$ cat src/rtl/cpu_axi_bridge_if.sv
// rtl/cpu_axi_bridge_if.sv - AXI3 bus bundle between the CPU bridge (master) and the interconnect (slave)
interface cpu_axi_bridge_if;
  logic [3:0]  arid;
  logic [31:0] araddr;
  logic [3:0]  arlen;
  logic [2:0]  arsize;
  logic [1:0]  arburst;
  logic [1:0]  arlock;
  logic [3:0]  arcache;
  logic [2:0]  arprot;
  logic        arvalid;
  logic        arready;

  logic [3:0]  rid;
  logic [31:0] rdata;
  logic [1:0]  rresp;
  logic        rlast;
  logic        rvalid;
  logic        rready;

  logic [3:0]  awid;
  logic [31:0] awaddr;
  logic [3:0]  awlen;
  logic [2:0]  awsize;
  logic [1:0]  awburst;
  logic [1:0]  awlock;
  logic [3:0]  awcache;
  logic [2:0]  awprot;
  logic        awvalid;
  logic        awready;

  logic [3:0]  wid;
  logic [31:0] wdata;
  logic [3:0]  wstrb;
  logic        wlast;
  logic        wvalid;
  logic        wready;

  logic [3:0]  bid;
  logic [1:0]  bresp;
  logic        bvalid;
  logic        bready;

  modport master (
    output arid, araddr, arlen, arsize, arburst, arlock, arcache, arprot, arvalid,
    input  arready,
    input  rid, rdata, rresp, rlast, rvalid,
    output rready,
    output awid, awaddr, awlen, awsize, awburst, awlock, awcache, awprot, awvalid,
    input  awready,
    output wid, wdata, wstrb, wlast, wvalid,
    input  wready,
    input  bid, bresp, bvalid,
    output bready
  );

  modport slave (
    input  arid, araddr, arlen, arsize, arburst, arlock, arcache, arprot, arvalid,
    output arready,
    output rid, rdata, rresp, rlast, rvalid,
    input  rready,
    input  awid, awaddr, awlen, awsize, awburst, awlock, awcache, awprot, awvalid,
    output awready,
    input  wid, wdata, wstrb, wlast, wvalid,
    output wready,
    output bid, bresp, bvalid,
    input  bready
  );
endinterface

$ cat src/rtl/cpu_axi_bridge.sv
// rtl/cpu_axi_bridge.sv - merges the CPU instruction and data SRAM ports into one single-outstanding AXI3 master
module cpu_axi_bridge #(
  parameter logic [3:0] INST_ID = 4'd0,
  parameter logic [3:0] DATA_ID = 4'd1
) (
  input  logic             clk,
  input  logic             resetn,

  input  logic             inst_sram_en,
  input  logic [31:0]      inst_sram_addr,
  output logic [31:0]      inst_sram_rdata,
  output logic             inst_stall,

  input  logic             data_sram_en,
  input  logic [3:0]       data_sram_wen,
  input  logic [31:0]      data_sram_addr,
  input  logic [31:0]      data_sram_wdata,
  output logic [31:0]      data_sram_rdata,
  output logic             data_stall,

  cpu_axi_bridge_if.master axi
);

  typedef enum logic [2:0] {
    IDLE    = 3'd0,
    RD_ADDR = 3'd1,
    RD_DATA = 3'd2,
    WR_REQ  = 3'd3,
    WR_RESP = 3'd4,
    DONE    = 3'd5
  } state_e;

  state_e      state_q, state_d;
  logic        src_data_q;
  logic [31:0] addr_q;
  logic [3:0]  wen_q;
  logic [31:0] wdata_q;
  logic        aw_done_q, aw_done_d;
  logic        w_done_q, w_done_d;
  logic [31:0] inst_rdata_q;
  logic [31:0] data_rdata_q;
  logic        aw_hs, w_hs;
  logic        start;
  logic        unused_resp;

  assign aw_hs = axi.awvalid & axi.awready;
  assign w_hs  = axi.wvalid & axi.wready;
  assign start = (state_q == IDLE) & (data_sram_en | inst_sram_en);

  // Response status and IDs are not checked; one transaction is ever in flight.
  assign unused_resp = ^{axi.rid, axi.rresp, axi.rlast, axi.bid, axi.bresp};

  always_comb begin
    state_d   = state_q;
    aw_done_d = aw_done_q;
    w_done_d  = w_done_q;
    unique case (state_q)
      IDLE: begin
        if (data_sram_en) begin
          state_d = (data_sram_wen != 4'd0) ? WR_REQ : RD_ADDR;
        end else if (inst_sram_en) begin
          state_d = RD_ADDR;
        end
      end
      RD_ADDR: if (axi.arready) state_d = RD_DATA;
      RD_DATA: if (axi.rvalid) state_d = DONE;
      WR_REQ: begin
        aw_done_d = aw_done_q | aw_hs;
        w_done_d  = w_done_q | w_hs;
        if (aw_done_d && w_done_d) begin
          state_d   = WR_RESP;
          aw_done_d = 1'b0;
          w_done_d  = 1'b0;
        end
      end
      WR_RESP: if (axi.bvalid) state_d = DONE;
      DONE:    state_d = IDLE;
      default: state_d = IDLE;
    endcase
  end

  always_ff @(posedge clk or negedge resetn) begin
    if (!resetn) begin
      state_q      <= IDLE;
      src_data_q   <= 1'b0;
      addr_q       <= 32'd0;
      wen_q        <= 4'd0;
      wdata_q      <= 32'd0;
      aw_done_q    <= 1'b0;
      w_done_q     <= 1'b0;
      inst_rdata_q <= 32'd0;
      data_rdata_q <= 32'd0;
    end else begin
      state_q   <= state_d;
      aw_done_q <= aw_done_d;
      w_done_q  <= w_done_d;
      // The request is frozen here; the CPU may change or drop its inputs afterwards.
      if (start) begin
        src_data_q <= data_sram_en;
        addr_q     <= data_sram_en ? data_sram_addr : inst_sram_addr;
        wen_q      <= data_sram_en ? data_sram_wen : 4'd0;
        wdata_q    <= data_sram_wdata;
      end
      if ((state_q == RD_DATA) && axi.rvalid) begin
        if (src_data_q) begin
          data_rdata_q <= axi.rdata;
        end else begin
          inst_rdata_q <= axi.rdata;
        end
      end
    end
  end

  assign axi.arid    = src_data_q ? DATA_ID : INST_ID;
  assign axi.araddr  = addr_q;
  assign axi.arlen   = 4'd0;
  assign axi.arsize  = 3'b010;
  assign axi.arburst = 2'b01;
  assign axi.arlock  = 2'd0;
  assign axi.arcache = 4'd0;
  assign axi.arprot  = 3'd0;
  assign axi.arvalid = (state_q == RD_ADDR);
  assign axi.rready  = (state_q == RD_DATA);

  assign axi.awid    = DATA_ID;
  assign axi.awaddr  = addr_q;
  assign axi.awlen   = 4'd0;
  assign axi.awsize  = 3'b010;
  assign axi.awburst = 2'b01;
  assign axi.awlock  = 2'd0;
  assign axi.awcache = 4'd0;
  assign axi.awprot  = 3'd0;
  assign axi.awvalid = (state_q == WR_REQ) & ~aw_done_q;

  assign axi.wid     = axi.awid;
  assign axi.wdata   = wdata_q;
  assign axi.wstrb   = wen_q;
  assign axi.wlast   = 1'b1;
  assign axi.wvalid  = (state_q == WR_REQ) & ~w_done_q;
  assign axi.bready  = (state_q == WR_RESP);

  assign inst_sram_rdata = inst_rdata_q;
  assign data_sram_rdata = data_rdata_q;

  // A port is released only in the DONE cycle of its own transaction.
  assign inst_stall = inst_sram_en & ~((state_q == DONE) & ~src_data_q);
  assign data_stall = data_sram_en & ~((state_q == DONE) & src_data_q);

endmodule

$ cat src/flat_wrapper.sv
// flat-port wrapper written by rule: the top's interface ports become plain ports
module cpu_axi_bridge_flat 
#(
  parameter logic [3:0] INST_ID = 4'd0,
  parameter logic [3:0] DATA_ID = 4'd1
)
  (clk, resetn, inst_sram_en, inst_sram_addr, inst_sram_rdata, inst_stall, data_sram_en, data_sram_wen, data_sram_addr, data_sram_wdata, data_sram_rdata, data_stall, axi_arid, axi_araddr, axi_arlen, axi_arsize, axi_arburst, axi_arlock, axi_arcache, axi_arprot, axi_arvalid, axi_arready, axi_rid, axi_rdata, axi_rresp, axi_rlast, axi_rvalid, axi_rready, axi_awid, axi_awaddr, axi_awlen, axi_awsize, axi_awburst, axi_awlock, axi_awcache, axi_awprot, axi_awvalid, axi_awready, axi_wid, axi_wdata, axi_wstrb, axi_wlast, axi_wvalid, axi_wready, axi_bid, axi_bresp, axi_bvalid, axi_bready);
  cpu_axi_bridge_if axi_i ();
  input  logic clk;
  input  logic resetn;
  input  logic inst_sram_en;
  input  logic [31:0] inst_sram_addr;
  output logic [31:0] inst_sram_rdata;
  output logic inst_stall;
  input  logic data_sram_en;
  input  logic [3:0] data_sram_wen;
  input  logic [31:0] data_sram_addr;
  input  logic [31:0] data_sram_wdata;
  output logic [31:0] data_sram_rdata;
  output logic data_stall;
  output wire logic [$bits(axi_i.arid)-1:0] axi_arid;
  output wire logic [$bits(axi_i.araddr)-1:0] axi_araddr;
  output wire logic [$bits(axi_i.arlen)-1:0] axi_arlen;
  output wire logic [$bits(axi_i.arsize)-1:0] axi_arsize;
  output wire logic [$bits(axi_i.arburst)-1:0] axi_arburst;
  output wire logic [$bits(axi_i.arlock)-1:0] axi_arlock;
  output wire logic [$bits(axi_i.arcache)-1:0] axi_arcache;
  output wire logic [$bits(axi_i.arprot)-1:0] axi_arprot;
  output wire logic [$bits(axi_i.arvalid)-1:0] axi_arvalid;
  input wire logic [$bits(axi_i.arready)-1:0] axi_arready;
  input wire logic [$bits(axi_i.rid)-1:0] axi_rid;
  input wire logic [$bits(axi_i.rdata)-1:0] axi_rdata;
  input wire logic [$bits(axi_i.rresp)-1:0] axi_rresp;
  input wire logic [$bits(axi_i.rlast)-1:0] axi_rlast;
  input wire logic [$bits(axi_i.rvalid)-1:0] axi_rvalid;
  output wire logic [$bits(axi_i.rready)-1:0] axi_rready;
  output wire logic [$bits(axi_i.awid)-1:0] axi_awid;
  output wire logic [$bits(axi_i.awaddr)-1:0] axi_awaddr;
  output wire logic [$bits(axi_i.awlen)-1:0] axi_awlen;
  output wire logic [$bits(axi_i.awsize)-1:0] axi_awsize;
  output wire logic [$bits(axi_i.awburst)-1:0] axi_awburst;
  output wire logic [$bits(axi_i.awlock)-1:0] axi_awlock;
  output wire logic [$bits(axi_i.awcache)-1:0] axi_awcache;
  output wire logic [$bits(axi_i.awprot)-1:0] axi_awprot;
  output wire logic [$bits(axi_i.awvalid)-1:0] axi_awvalid;
  input wire logic [$bits(axi_i.awready)-1:0] axi_awready;
  output wire logic [$bits(axi_i.wid)-1:0] axi_wid;
  output wire logic [$bits(axi_i.wdata)-1:0] axi_wdata;
  output wire logic [$bits(axi_i.wstrb)-1:0] axi_wstrb;
  output wire logic [$bits(axi_i.wlast)-1:0] axi_wlast;
  output wire logic [$bits(axi_i.wvalid)-1:0] axi_wvalid;
  input wire logic [$bits(axi_i.wready)-1:0] axi_wready;
  input wire logic [$bits(axi_i.bid)-1:0] axi_bid;
  input wire logic [$bits(axi_i.bresp)-1:0] axi_bresp;
  input wire logic [$bits(axi_i.bvalid)-1:0] axi_bvalid;
  output wire logic [$bits(axi_i.bready)-1:0] axi_bready;
  assign axi_arid = axi_i.arid;
  assign axi_araddr = axi_i.araddr;
  assign axi_arlen = axi_i.arlen;
  assign axi_arsize = axi_i.arsize;
  assign axi_arburst = axi_i.arburst;
  assign axi_arlock = axi_i.arlock;
  assign axi_arcache = axi_i.arcache;
  assign axi_arprot = axi_i.arprot;
  assign axi_arvalid = axi_i.arvalid;
  assign axi_i.arready = axi_arready;
  assign axi_i.rid = axi_rid;
  assign axi_i.rdata = axi_rdata;
  assign axi_i.rresp = axi_rresp;
  assign axi_i.rlast = axi_rlast;
  assign axi_i.rvalid = axi_rvalid;
  assign axi_rready = axi_i.rready;
  assign axi_awid = axi_i.awid;
  assign axi_awaddr = axi_i.awaddr;
  assign axi_awlen = axi_i.awlen;
  assign axi_awsize = axi_i.awsize;
  assign axi_awburst = axi_i.awburst;
  assign axi_awlock = axi_i.awlock;
  assign axi_awcache = axi_i.awcache;
  assign axi_awprot = axi_i.awprot;
  assign axi_awvalid = axi_i.awvalid;
  assign axi_i.awready = axi_awready;
  assign axi_wid = axi_i.wid;
  assign axi_wdata = axi_i.wdata;
  assign axi_wstrb = axi_i.wstrb;
  assign axi_wlast = axi_i.wlast;
  assign axi_wvalid = axi_i.wvalid;
  assign axi_i.wready = axi_wready;
  assign axi_i.bid = axi_bid;
  assign axi_i.bresp = axi_bresp;
  assign axi_i.bvalid = axi_bvalid;
  assign axi_bready = axi_i.bready;
  cpu_axi_bridge #(.INST_ID(INST_ID), .DATA_ID(DATA_ID)) u_core (.clk(clk), .resetn(resetn), .inst_sram_en(inst_sram_en), .inst_sram_addr(inst_sram_addr), .inst_sram_rdata(inst_sram_rdata), .inst_stall(inst_stall), .data_sram_en(data_sram_en), .data_sram_wen(data_sram_wen), .data_sram_addr(data_sram_addr), .data_sram_wdata(data_sram_wdata), .data_sram_rdata(data_sram_rdata), .data_stall(data_stall), .axi(axi_i));
endmodule
$ cat config.mk
export PLATFORM = sky130hd
export DESIGN_NAME = cpu_axi_bridge_flat
export DESIGN_NICKNAME = d
export VERILOG_FILES = /design/src/rtl/cpu_axi_bridge_if.sv /design/src/rtl/cpu_axi_bridge.sv /design/src/flat_wrapper.sv
export SDC_FILE = /design/constraint.sdc
export NUM_CORES = 1
export LEC_CHECK = 0
export ABC_CLOCK_PERIOD_IN_PS = 2500
export BUFFER_PORTS_ARGS = -buffer_cell sky130_fd_sc_hd__clkbuf_2
export CAP_MARGIN = 15
export CORE_AREA = 2 2 146 148
export CTS_CLUSTER_SIZE = 28
export DETAILED_ROUTE_END_ITERATION = 6
export DIE_AREA = 0 0 148 150
export GPL_TIMING_DRIVEN = 0
export PLACE_DENSITY = 0.6
export SLEW_MARGIN = 20
export SYNTH_ARGS = -nofsm -noshare
export SYNTH_HDL_FRONTEND = slang
export SYNTH_SLANG_ARGS = --single-unit
export TNS_END_PERCENT = 20
$ cat constraint.sdc
create_clock -name clk -period 2.5 [get_ports clk]
set_clock_uncertainty 0.15 [all_clocks]
set_input_delay 0.25 -clock clk [delete_from_list [all_inputs] [get_ports clk]]
set_output_delay 0.25 -clock clk [all_outputs]
set_load 0.01 [all_outputs]
==> results of run 1 <==
==> report_power, final <==
part / switching (uW) / internal [uW] / leakage, uW
Combinational: 2260 / 2710 / 0.00304
Clock: 1130 / 1440 / 0.000296
Sequential: 680 / 3360 / 0.00166
Total: 4070 / 7500 / 0.00499
==> placed cells by master (no fill, tap or decap), types with 2 or more instances in the layout <==
| master | n |
|---|---|
| nor3b_1 | 3 |
| inv_6 | 6 |
| nor2_1 | 9 |
| inv_1 | 4 |
| a22oi_1 | 2 |
| clkbuf_2 | 310 |
| clkbuf_16 | 17 |
| inv_8 | 5 |
| dfrtp_1 | 138 |
| o21a_1 | 2 |
| mux2_2 | 156 |
| mux2_1 | 4 |
| a22o_1 | 4 |
| or4_1 | 2 |
| buf_4 | 84 |
| buf_2 | 5 |
| o311ai_0 | 2 |
| dlygate4sd3_1 | 73 |
| conb_1 | 48 |
| nand3b_1 | 2 |
| clkinv_4 | 2 |
| clkbuf_1 | 7 |
| buf_6 | 6 |
| a21oi_1 | 2 |
==> how the worst max path moves through the flow <==
| stage | to | slack [ps] | cells past startpoint |
|---|---|---|---|
| 2_1_floorplan | u_core.axi.wdata[10] | 600 | 4 |
| 3_3_place_gp | u_core.axi.araddr[13] | -1490 | 1 |
| 3_5_place_dp | u_core.axi.araddr[18] | 230 | 4 |
| 4_1_cts | axi_arvalid | 200 | 3 |
| 5_1_grt | axi_wvalid | 60 | 5 |
| 6_report | axi_arvalid | 250 | 3 |
==> layout make-up <==
type / count / area [um2]
tap: 275 / 344
inverter: 4 / 15.0
timing repair buffer: 385 / 2320
clock buffer: 17 / 425
buffer: 102 / 749
clock inverter: 15 / 173
sequential: 138 / 3450
fill: 1912 / 10900
multi-input combinational: 254 / 2310
==> metal layers <==
| layer | GRT usage (%) | vias up | part of all wire (%) |
|---|---|---|---|
| met5 | 0 | - | 0 |
| met4 | 3.76 | 0 | 0.95 |
| met3 | 5.00 | 13 | 7.6 |
| met2 | 28.0 | 200 | 53 |
| met1 | 17.0 | 2394 | 38 |
| li1 | - | 2357 | - |
==> state kept, by name, summed over array words and instances (netlist names) <==
name / cells
u_core.aw_done_q: 1
u_core.inst_sram_rdata: 32
u_core.src_data_q: 1
u_core.data_sram_rdata: 32
u_core.state_q: 3
u_core.axi.wdata: 32
u_core.axi.araddr: 32
u_core.axi.wstrb: 4
u_core.w_done_q: 1
==> logic make-up after synthesis <==
family	after synthesis	share of synthesized area (%)
compound gates	19	2.24
buf+inv	106	12.0
flops	138	54.3
mux	161	28.5
other cells	2	0.118
simple gates	26	2.78
==> worst min-delay path, cell delays in order <==
cell and delay, ps:
clkbuf_2 70, mux2_2 130, mux2_1 110
==> stage by stage <==
step           setup TNS [ps]  hold slack [ps]
2_1_floorplan               0             -196
3_3_place_gp          -203190              321
3_5_place_dp                0              135
4_1_cts                     0             13.6
5_1_grt                     0             19.1
6_report                    0             39.2
==> out/qor.yml, run 1 <==
finish:
  area_growth_pct: 54.1
  postLayoutCellArea_mm2: 0.00979
  nNetsFinal: 1056
  insertedDiodeCount: 0
  fin_util_pct: 47.3
  drive_gt1_share_pct: 65.5
  stdcell_count: 1190
clock_network:
  insertion_delay_ps: 410
  root_buffer: "clkbuf_16"
  tritoncts: "built"
  cts_max_path_buffers: 2
  cts_hold_buf: 73
  numCtsBuffers: 17
  postCtsSetupRepairBufs: 0
  cts_resized: 0
  cts_sinks: 138
  htree_levels: 4
  clk_pin_slew_ps: 70
global_route:
  grt_pass1_wl_mm: 26.4
  grt_max_degree: 75
  track_usage_pct: 15.2
  antenna_found_initial: 0
  grt_pass1_vias: 5139
  grt.overflow.total: 0
flow_run:
  maxCapViolCount: 0
floorplan:
  die_h_um: 150
  initial_core_util_pct: 30.7
  dieArea_mm2: 0.0222
  die_x_um: 148
  rows: 53
  coreArea_mm2: 0.0207
  ios: 374
placement:
  placed_cells: 1085
  placement.cell_area_mm2: 0.00847
  pre_cts_ws_ps: 234
  port_buffers: 311
  hpwlAfterDp_mm: 12.8
  gp_congestion: 0.737
power_and_ir_drop:
  leakage_uw: 0.00499
  p_total_uw: 11600
  peakVddDrop_mv: 0.576
  p_per_area_mw_per_mm2: 1180
synthesis:
  synth-main-ff-cell: "dfrtp_1"
  synthArstFlopShare_pct: 100
  yosysMostFrequentCell: "mux2_2"
  synth_top_area_share_pct: 54.3
  postSynthAreaPerCell_um2: 14.1
  syn_area_mm2: 0.00636
  synth.ff_latch_count: 138
  ys_warn_count: 0
  synth_common_cells: "156 x mux2_2, 138 x dfrtp_1, 84 x buf_4"
  synth_area_leader_cell: "dfrtp_1"
  synth-seq-area-share_pct: 54.3
  yosysUniqueCellTypes: 36
  synthCells: 452
  synth_area_leaders: "dfrtp_1 54%, mux2_2 28%, buf_4 9.9%"
  synth_edf_count: 0
setup_path:
  cp-end-kind: "primary output"
  start_kind: "register"
  slowest_delay_ps: 430
  r2r_start: "u_core.state_q[1]"
  crit_chain: "clkbuf_1, nor3b_1, clkbuf_2"
  critPathRequiredTime_ps: 2100
  ff2ff_setup_slack_ps: 290
  startpoint: "u_core.state_q[0]"
  critPathArrivalTime_ps: 1850
  r2r_cells: 4
  cp_top_family: "buffers and inverters"
  cp_max_fo: 10
  worst-path-buf-inv: 2
  critPathKind: "register to primary output"
  timing.rr.end: "u_core.axi.araddr[18]"
  cpMaxStageDelayCell: "dfrtp_1"
detailed_routing:
  routed_wl_mm: 17.2
  drt_iter0_markers: 69
  ant_nets: 0
  drcViolationCount: 0
  viasPerCell: 4.17
  vias: 4964
  drtPass1Iterations: 4
  wire_per_inst_um: 14.5
timing:
  fin_ws_ps: 247
  finalSetupViolations: 0
  drv_slew: 0
  max_slew_margin_pct: 38.8
  finalHoldViolCount: 0
  worstMarginPinSlew_ps: 912
  period_minus_slack_ps: 2250
  fmax_ghz: 0.444
  fin_crit_sh_pct: 90.1
  rsz0062_at_grt: "no"
hold_path:
  min_to: "u_core.axi.araddr[11]"
  hold_path.class: "input port to register"
  worstHoldPathCells: 3
  holdCritStartpoint: "inst_sram_addr[11]"
run_status:
  status: "complete, no violations"
Power figures use the tool's default switching activity.
==> inputs of run 2 (changes only) <==
- ABC_AREA: default -> 1
- CORE_AREA: 2 2 146 148 -> 2 2 144 146
- DIE_AREA: 0 0 148 150 -> 0 0 146 148
- PLACE_DENSITY: 0.6 -> 0.62
==> run 2 against run 1 <==
Critical path depth is 3 higher. Combinational power hardly changed. Fmax is 11% higher. Worst hold slack worse by 28 ps. Synthesized area is 2.7% higher. Non-clock buffer count is 32 higher. Clock power is 7% higher. Wire length is 20% higher. Worst setup slack better by 230 ps. Design area is 4.0% higher.
==> out/qor.yml, run 2 <==
run_status:
  status: "complete, no violations"  # unchanged
floorplan:
  dieArea_mm2: 0.0216  # was 0.0222 mm2
  initial_core_util_pct: 32.6  # was 30.7%
  ios: 374  # unchanged
  coreArea_mm2: 0.0200  # was 0.0207 mm2
  rows: 52  # was 53
  die_x_um: 146  # was 148 um
  die_h_um: 148  # was 150 um
global_route:
  grt.overflow.total: 0  # unchanged
  grt_pass1_vias: 6197  # was 5,139
  antenna_found_initial: 0  # unchanged
  grt_max_degree: 80  # was 75
  grt_pass1_wl_mm: 32.3  # was 26.4 mm
  track_usage_pct: 18.8  # was 15.2%
detailed_routing:
  drt_iter0_markers: 262  # was 69
  viasPerCell: 4.15  # was 4.17
  ant_nets: 0  # unchanged
  wire_per_inst_um: 13.8  # was 14.5 um
  drtPass1Iterations: 5  # was 4
  drcViolationCount: 0  # unchanged
  routed_wl_mm: 20.7  # was 17.2 mm
  vias: 6263  # was 4,964
finish:
  drive_gt1_share_pct: 39.4  # was 65.5%
  nNetsFinal: 1379  # was 1,056
  multi_input_area_mm2: 0.00209  # was 0.00231 mm2
  fin_util_pct: 50.8  # was 47.3%
  fillers: 1937  # was 1,912
  final_cell_mix: "310 x clkbuf_2, 255 x nand2_1, 138 x dfrtp_1"  # was 310 x clkbuf_2, 156 x mux2_2, 138 x dfrtp_1
  area_growth_pct: 56.1  # was 54.1%
  postLayoutCellArea_mm2: 0.0102  # was 0.00979 mm2
  insertedDiodeCount: 0  # unchanged
  final_common_cell: "clkbuf_2"  # unchanged
  seqCellArea_mm2: 0.00345  # unchanged
setup_path:
  cpMaxStageDelayCell: "dfrtp_1"  # unchanged
  crit_chain: "inv_1, nor2_1, nand3_1, nand2_1, inv_1, clkbuf_2"  # was clkbuf_1, nor3b_1, clkbuf_2
  timing.rr.end: "u_core.axi.araddr[4]"  # was u_core.axi.araddr[18]
  slowest_delay_ps: 500  # was 430 ps
  cp_common_cell: "inv_1"
  critPathArrivalTime_ps: 1620  # was 1850 ps
  ff2ff_setup_slack_ps: 640  # was 290 ps
  start_kind: "register"  # unchanged
  critPathKind: "register to primary output"  # unchanged
  cp-end-kind: "primary output"  # unchanged
  critPathRequiredTime_ps: 2100  # about the same
  r2r_start: "u_core.state_q[1]"  # unchanged
  r2r_cells: 7  # was 4
  cp_max_fo: 6  # was 10
hold_path:
  worstHoldPathCells: 3  # unchanged
  holdCritStartpoint: "inst_sram_addr[0]"  # was inst_sram_addr[11]
  hold_path.class: "input port to register"  # unchanged
  min_to: "u_core.axi.araddr[0]"  # was u_core.axi.araddr[11]
synthesis:
  synthArstFlopShare_pct: 100  # unchanged
  synth_top_area_share_pct: 52.9  # was 54.3%
  synth-seq-area-share_pct: 52.9  # was 54.3%
  synth-main-ff-cell: "dfrtp_1"  # unchanged
  synth_common_cells: "255 x nand2_1, 138 x dfrtp_1, 84 x buf_4, 84 x inv_1, 57 x o21ai_1"  # was 156 x mux2_2, 138 x dfrtp_1, 84 x buf_4
  synth_area_leaders: "dfrtp_1 53%, nand2_1 15%, buf_4 9.7%"  # was dfrtp_1 54%, mux2_2 28%, buf_4 9.9%
  yosysMostFrequentCell: "nand2_1"  # was mux2_2
  ys_warn_count: 0  # unchanged
  synth.ff_latch_count: 138  # unchanged
  synthCells: 756  # was 452
  synth_area_leader_cell: "dfrtp_1"  # unchanged
  postSynthAreaPerCell_um2: 8.63  # was 14.1 um2
  yosysUniqueCellTypes: 22  # was 36
  synth_edf_count: 0  # unchanged
  syn_area_mm2: 0.00653  # was 0.00636 mm2
timing:
  finalSetupViolations: 0  # unchanged
  fin_ws_ps: 475  # was 247 ps
  rsz0062_at_grt: "no"  # unchanged
  fin_crit_sh_pct: 81.0  # was 90.1%
  max_slew_margin_pct: 65.3  # was 38.8%
  period_minus_slack_ps: 2020  # was 2250 ps
  finalHoldViolCount: 0  # unchanged
  worstMarginPinSlew_ps: 520  # was 912 ps
  drv_slew: 0  # unchanged
  fmax_ghz: 0.494  # was 0.444 GHz
  setup_tns_ps: 0  # unchanged
clock_network:
  tritoncts: "built"  # unchanged
  postCtsSetupRepairBufs: 0  # unchanged
  root_buffer: "clkbuf_16"  # unchanged
  cts_resized: 0  # unchanged
  insertion_delay_ps: 410  # about the same
  numCtsBuffers: 17  # unchanged
  htree_levels: 4  # unchanged
  clk_pin_slew_ps: 60  # was 70 ps
  cts_max_path_buffers: 2  # unchanged
  cts_sinks: 138  # unchanged
placement:
  pre_cts_ws_ps: 520  # was 234 ps
  hpwlAfterDp_mm: 15.0  # was 12.8 mm
  placement.cell_area_mm2: 0.00863  # was 0.00847 mm2
  gp_congestion: 0.881  # was 0.737
  port_buffers: 311  # unchanged
power_and_ir_drop:
  p_per_area_mw_per_mm2: 1150  # was 1180 mW/mm2
  p_total_uw: 11800  # was 11,600 uW
  peakVddDrop_mv: 0.540  # was 0.576 mV
  leakage_uw: 0.00586  # was 0.00499 uW
flow_run:
  maxCapViolCount: 0  # unchanged
## run 2: changes by cell type after synthesis, moves of 9 or more
cell     delta
nand3_1    +13
mux2_2    -156
o21ai_2    +29
o21ai_1    +57
nand2_1   +255
buf_2       +9
inv_1      +80
o21ai_0    +45
## run 2: cell type report
type | instances | share of cell area [%]
tap | 270 | 3.32
buffer | 115 | 8.17
clock inverter | 15 | 2.05
inverter | 86 | 3.17
multi-input combinational | 463 | 20.5
timing repair buffer | 404 | 24.7
sequential | 138 | 33.9
clock buffer | 17 | 4.18
## run 2: repair_timing
action                                  in CTS  in global routing
hold buffers                                92                  0
endpoints found under the hold margin      179                  0
endpoints found under the setup margin       0                  0
## run 2: power breakdown
| part | internal, uW | switching [uW] | leakage, uW |
|---|---|---|---|
| registers | 3320 | 737 | 0.00172 |
| logic | 2180 | 2770 | 0.00384 |
| clock network | 1690 | 1050 | 0.000307 |
| total | 7190 | 4560 | 0.00586 |
## run 2: logic make-up after synthesis
kind of cell	share of synthesized area [%]
AND/OR/NAND/NOR	17.3
buffers and inverters	17.7
flip-flops	52.9
AO/OA/AOI/OAI	12.0
other	0.115
## run 2: how the worst max path moves through the flow
stage,start,endpoint,depth (start not counted)
4_1_cts,u_core.state_q[0],data_stall,6
6_report,u_core.state_q[0],data_stall,6
2_1_floorplan,u_core.state_q[2],u_core.data_sram_rdata[11],6
3_3_place_gp,resetn,u_core.axi.wdata[22],1
3_5_place_dp,data_sram_en,u_core.axi.araddr[4],7
5_1_grt,u_core.state_q[0],data_stall,6
## run 2: per-layer routing
layer,vias up,global-route usage [%],part of all wire (%)
met4,0,7.38,2.9
met5,-,0,0
met3,41,3.58,4.8
li1,3153,-,-
met2,215,32.2,50
met1,2854,23.7,42
## run 2: worst max-delay path: cells and delay by family, from the launching register on
kind / cells / cell delay [ps]
and+or+nand+nor: 3 / 440
buffers and inverters: 3 / 280
DFF: 1 / 500
## run 2: metrics by stage
| step | hold WS (ps) | std cells |
|---|---|---|
| detailed placement | 121 | 1384 |
| CTS | 2.70 | 1508 |
| global placement | 301 | 1383 |
| finish | 11.4 | 1508 |
| floorplan | -196 | 802 |
| global route | 25.2 | 1508 |
==> inputs of run 3 (changes only) <==
- ABC_CLOCK_PERIOD_IN_PS: 2500 -> 1750
- CORE_AREA: 2 2 144 146 -> 2 2 147 149
- DIE_AREA: 0 0 146 148 -> 0 0 149 151
- PLACE_DENSITY: 0.62 -> 0.63
- clock period: 2.5 -> 1.75 ns (I/O delays scaled with it)
==> run 3 against run 2 <==
Sequential cell count stayed put. Total power is 46% higher. Global-route usage shrank 0.39 points. Non-clock buffer count up 48. Final cell count increased by 3.6%. Wire length up 2.6%. Clock-buffer cell count rose by 1. Largest power group unchanged.
==> out/qor.yml, run 3 (same netlist as run 2, synthesis figures left out) <==
placement:
  gp_congestion: 0.877  # was 0.881
  port_buffers: 311  # unchanged
  pre_cts_ws_ps: -86.1  # was 520 ps
  hpwlAfterDp_mm: 15.2  # was 15.0 mm
power_and_ir_drop:
  comb_power_share_pct: 43.6  # was 42.2%
  pwr-share-clk_pct: 22.6  # was 23.3%
  p_total_uw: 17200  # was 11,800 uW
  p_per_area_mw_per_mm2: 1600  # was 1150 mW/mm2
  peakVddDrop_mv: 0.706  # was 0.540 mV
  power_frac_seq_pct: 33.8  # was 34.5%
  switching_power_uw: 6670  # was 4560 uW
  netSwitchingFraction_pct: 38.8  # about the same
  p_int_uw: 10500  # was 7190 uW
  leakage_uw: 0.00610  # was 0.00586 uW
setup_path:
  critPathRequiredTime_ps: 1420  # was 2100 ps
  r2r_start: "u_core.state_q[0]"  # was u_core.state_q[1]
  critPathArrivalTime_ps: 1380  # was 1620 ps
  start_kind: "register"  # unchanged
  timing.rr.end: "u_core.data_sram_rdata[27]"  # was u_core.axi.araddr[4]
  r2r_cells: 7  # unchanged
  ff2ff_setup_slack_ps: 50  # was 640 ps
  crit_chain: "inv_2, nor2_4, nand3_2, nand2_1, inv_2, buf_6"  # was inv_1, nor2_1, nand3_1, nand2_1, inv_1, clkbuf_2
  cp_common_cell: "inv_2"  # was inv_1
  slowest_delay_ps: 450  # was 500 ps
  cp_max_fo: 6  # unchanged
  cpMaxStageDelayCell: "dfrtp_2"  # was dfrtp_1
  critPathKind: "register to primary output"  # unchanged
  cp-end-kind: "primary output"  # unchanged
timing:
  drv_slew: 0  # unchanged
  fmax_ghz: 0.585
  period_minus_slack_ps: 1710
  worstMarginPinSlew_ps: 575  # was 520 ps
  fin_crit_sh_pct: 97.6
  max_slew_margin_pct: 61.7  # was 65.3%
  finalSetupViolations: 0  # unchanged
  rsz0062_at_grt: "yes"  # was no
  finalHoldViolCount: 0  # unchanged
  fin_ws_ps: 41.5  # was 475 ps
global_route:
  grt.overflow.total: 0  # unchanged
  grt_pass1_wl_mm: 32.6  # was 32.3 mm
  met3_usage_pct: 4.40  # was 3.58%
  use_met2_pct: 32.1  # was 32.2%
  gr-max-usage-layer: "met2"  # unchanged
  grt_pass1_vias: 6447  # was 6,197
  track_usage_pct: 18.4  # was 18.8%
  grtUsageMet1_pct: 22.1  # was 23.7%
  antenna_found_initial: 1  # was 0
  grt_max_degree: 71  # was 80
clock_network:
  tritoncts: "built"  # unchanged
  clk_pin_slew_ps: 60  # about the same
  cts_max_path_buffers: 2  # unchanged
  numCtsBuffers: 17  # unchanged
  htree_levels: 4  # unchanged
  root_buffer: "clkbuf_16"  # unchanged
  insertion_delay_ps: 410  # about the same
  cts_sinks: 138  # unchanged
finish:
  area_growth_pct: 64.6  # was 56.1%
  drive_gt1_share_pct: 39.5  # was 39.4%
  final_cell_mix: "308 x clkbuf_2, 254 x nand2_1, 135 x dfrtp_1"  # was 310 x clkbuf_2, 255 x nand2_1, 138 x dfrtp_1
  nNetsFinal: 1427  # was 1,379
  final_common_cell: "clkbuf_2"  # unchanged
  fillers: 1942  # was 1,937
flow_run:
  maxCapViolCount: 0  # unchanged
hold_path:
  holdCritStartpoint: "data_sram_addr[18]"  # was inst_sram_addr[0]
  min_to: "u_core.axi.araddr[18]"  # was u_core.axi.araddr[0]
  worstHoldPathCells: 5  # was 3
  hold_path.class: "input port to register"  # unchanged
detailed_routing:
  drt_iter0_markers: 275  # was 262
  viasPerCell: 4.22  # was 4.15
  drcViolationCount: 0  # unchanged
  drtPass1Iterations: 5  # unchanged
  ant_nets: 0  # unchanged
  vias: 6590  # was 6,263
  routed_wl_mm: 21.3  # was 20.7 mm
  wire_per_inst_um: 13.6  # was 13.8 um
floorplan:
  coreArea_mm2: 0.0208  # was 0.0200 mm2
  initial_core_util_pct: 31.3  # was 32.6%
  die_h_um: 151  # was 148 um
  ios: 374  # unchanged
  die_x_um: 149  # was 146 um
  dieArea_mm2: 0.0225  # was 0.0216 mm2
  rows: 53  # was 52
run_status:
  status: "complete, no violations"  # unchanged
## run 3: cell count changes in the layout (fill, tap and decap cells not counted), sizes merged
cell	previous run	this run
diode	0	1
inv	92	93
dlygate4sd3	92	133
clkinv	3	0
clkbuf	336	335
clkinvlp	2	3
buf	108	117
## run 3: power by group through the flow
stage | sequential, uW | clock (uW) | combinational, uW
2_1_floorplan | 6330 | 0 | 3380
5_1_grt | 6000 | 4120 | 8280
3_3_place_gp | 5790 | 0 | 6910
6_report | 5820 | 3890 | 7490
3_5_place_dp | 5820 | 0 | 7040
4_1_cts | 5800 | 4000 | 7400
## run 3: routing by layer
| metal | up-vias | share of wire (%) |
|---|---|---|
| li1 | 3247 | - |
| met3 | 43 | 5.8 |
| met4 | 0 | 2.6 |
| met5 | - | 0 |
| met2 | 229 | 51 |
| met1 | 3071 | 40 |
## run 3: layout make-up
| class | count | area [um2] | share of cell area (%) |
|---|---|---|---|
| clock inverter | 14 | 206 | 1.92 |
| buffer | 114 | 857 | 7.98 |
| antenna | 1 | 2.50 | 0.0233 |
| clock buffer | 18 | 429 | 4.00 |
| multi-input combinational | 463 | 2120 | 19.7 |
| tap | 275 | 344 | 3.20 |
| sequential | 138 | 3460 | 32.2 |
| timing repair buffer | 453 | 3000 | 28.0 |
| inverter | 86 | 325 | 3.03 |
## run 3: worst max-delay path, delay by kind of cell, from the launching register on
kind	cells	cell delay (ps)
flops	1	450
buf+inv	3	220
simple gates	3	290
## run 3: per-stage QoR
stage	util, %	hold WS [ps]	TNS [ps]	area (um2)	instances
after detailed placement	41.5	71.2	-2990	8640	1389
after CTS	51.2	2.40	-73.2	10700	1560
after global placement	41.3	229	-288040	8600	1388
after global routing	51.6	45.7	-360	10700	1561
final	51.6	42.1	0	10700	1562
after floorplan	-	-271	0	6700	802
## run 3: worst max-delay path by stage
stage	slack, ps	end	start	depth (start not counted)
detailed placement	-90	u_core.axi.araddr[5]	u_core.state_q[1]	7
global route	-50	data_stall	u_core.state_q[0]	6
CTS	-20	data_stall	u_core.state_q[0]	6
finish	40	data_stall	u_core.state_q[0]	6
global placement	-2080	u_core.axi.araddr[9]	resetn	1
floorplan	140	u_core.data_sram_rdata[11]	u_core.state_q[2]	6
## run 3: what timing repair did
| action | CTS | global route |
|---|---|---|
| endpoints found under the setup margin | 74 | 85 |
| hold buffers | 133 | 0 |
| endpoints found under the hold margin | 203 | 0 |
| buffers inserted | 6 | 2 |
| gates resized for setup | 6 | 38 |
| pin swaps | 3 | 4 |
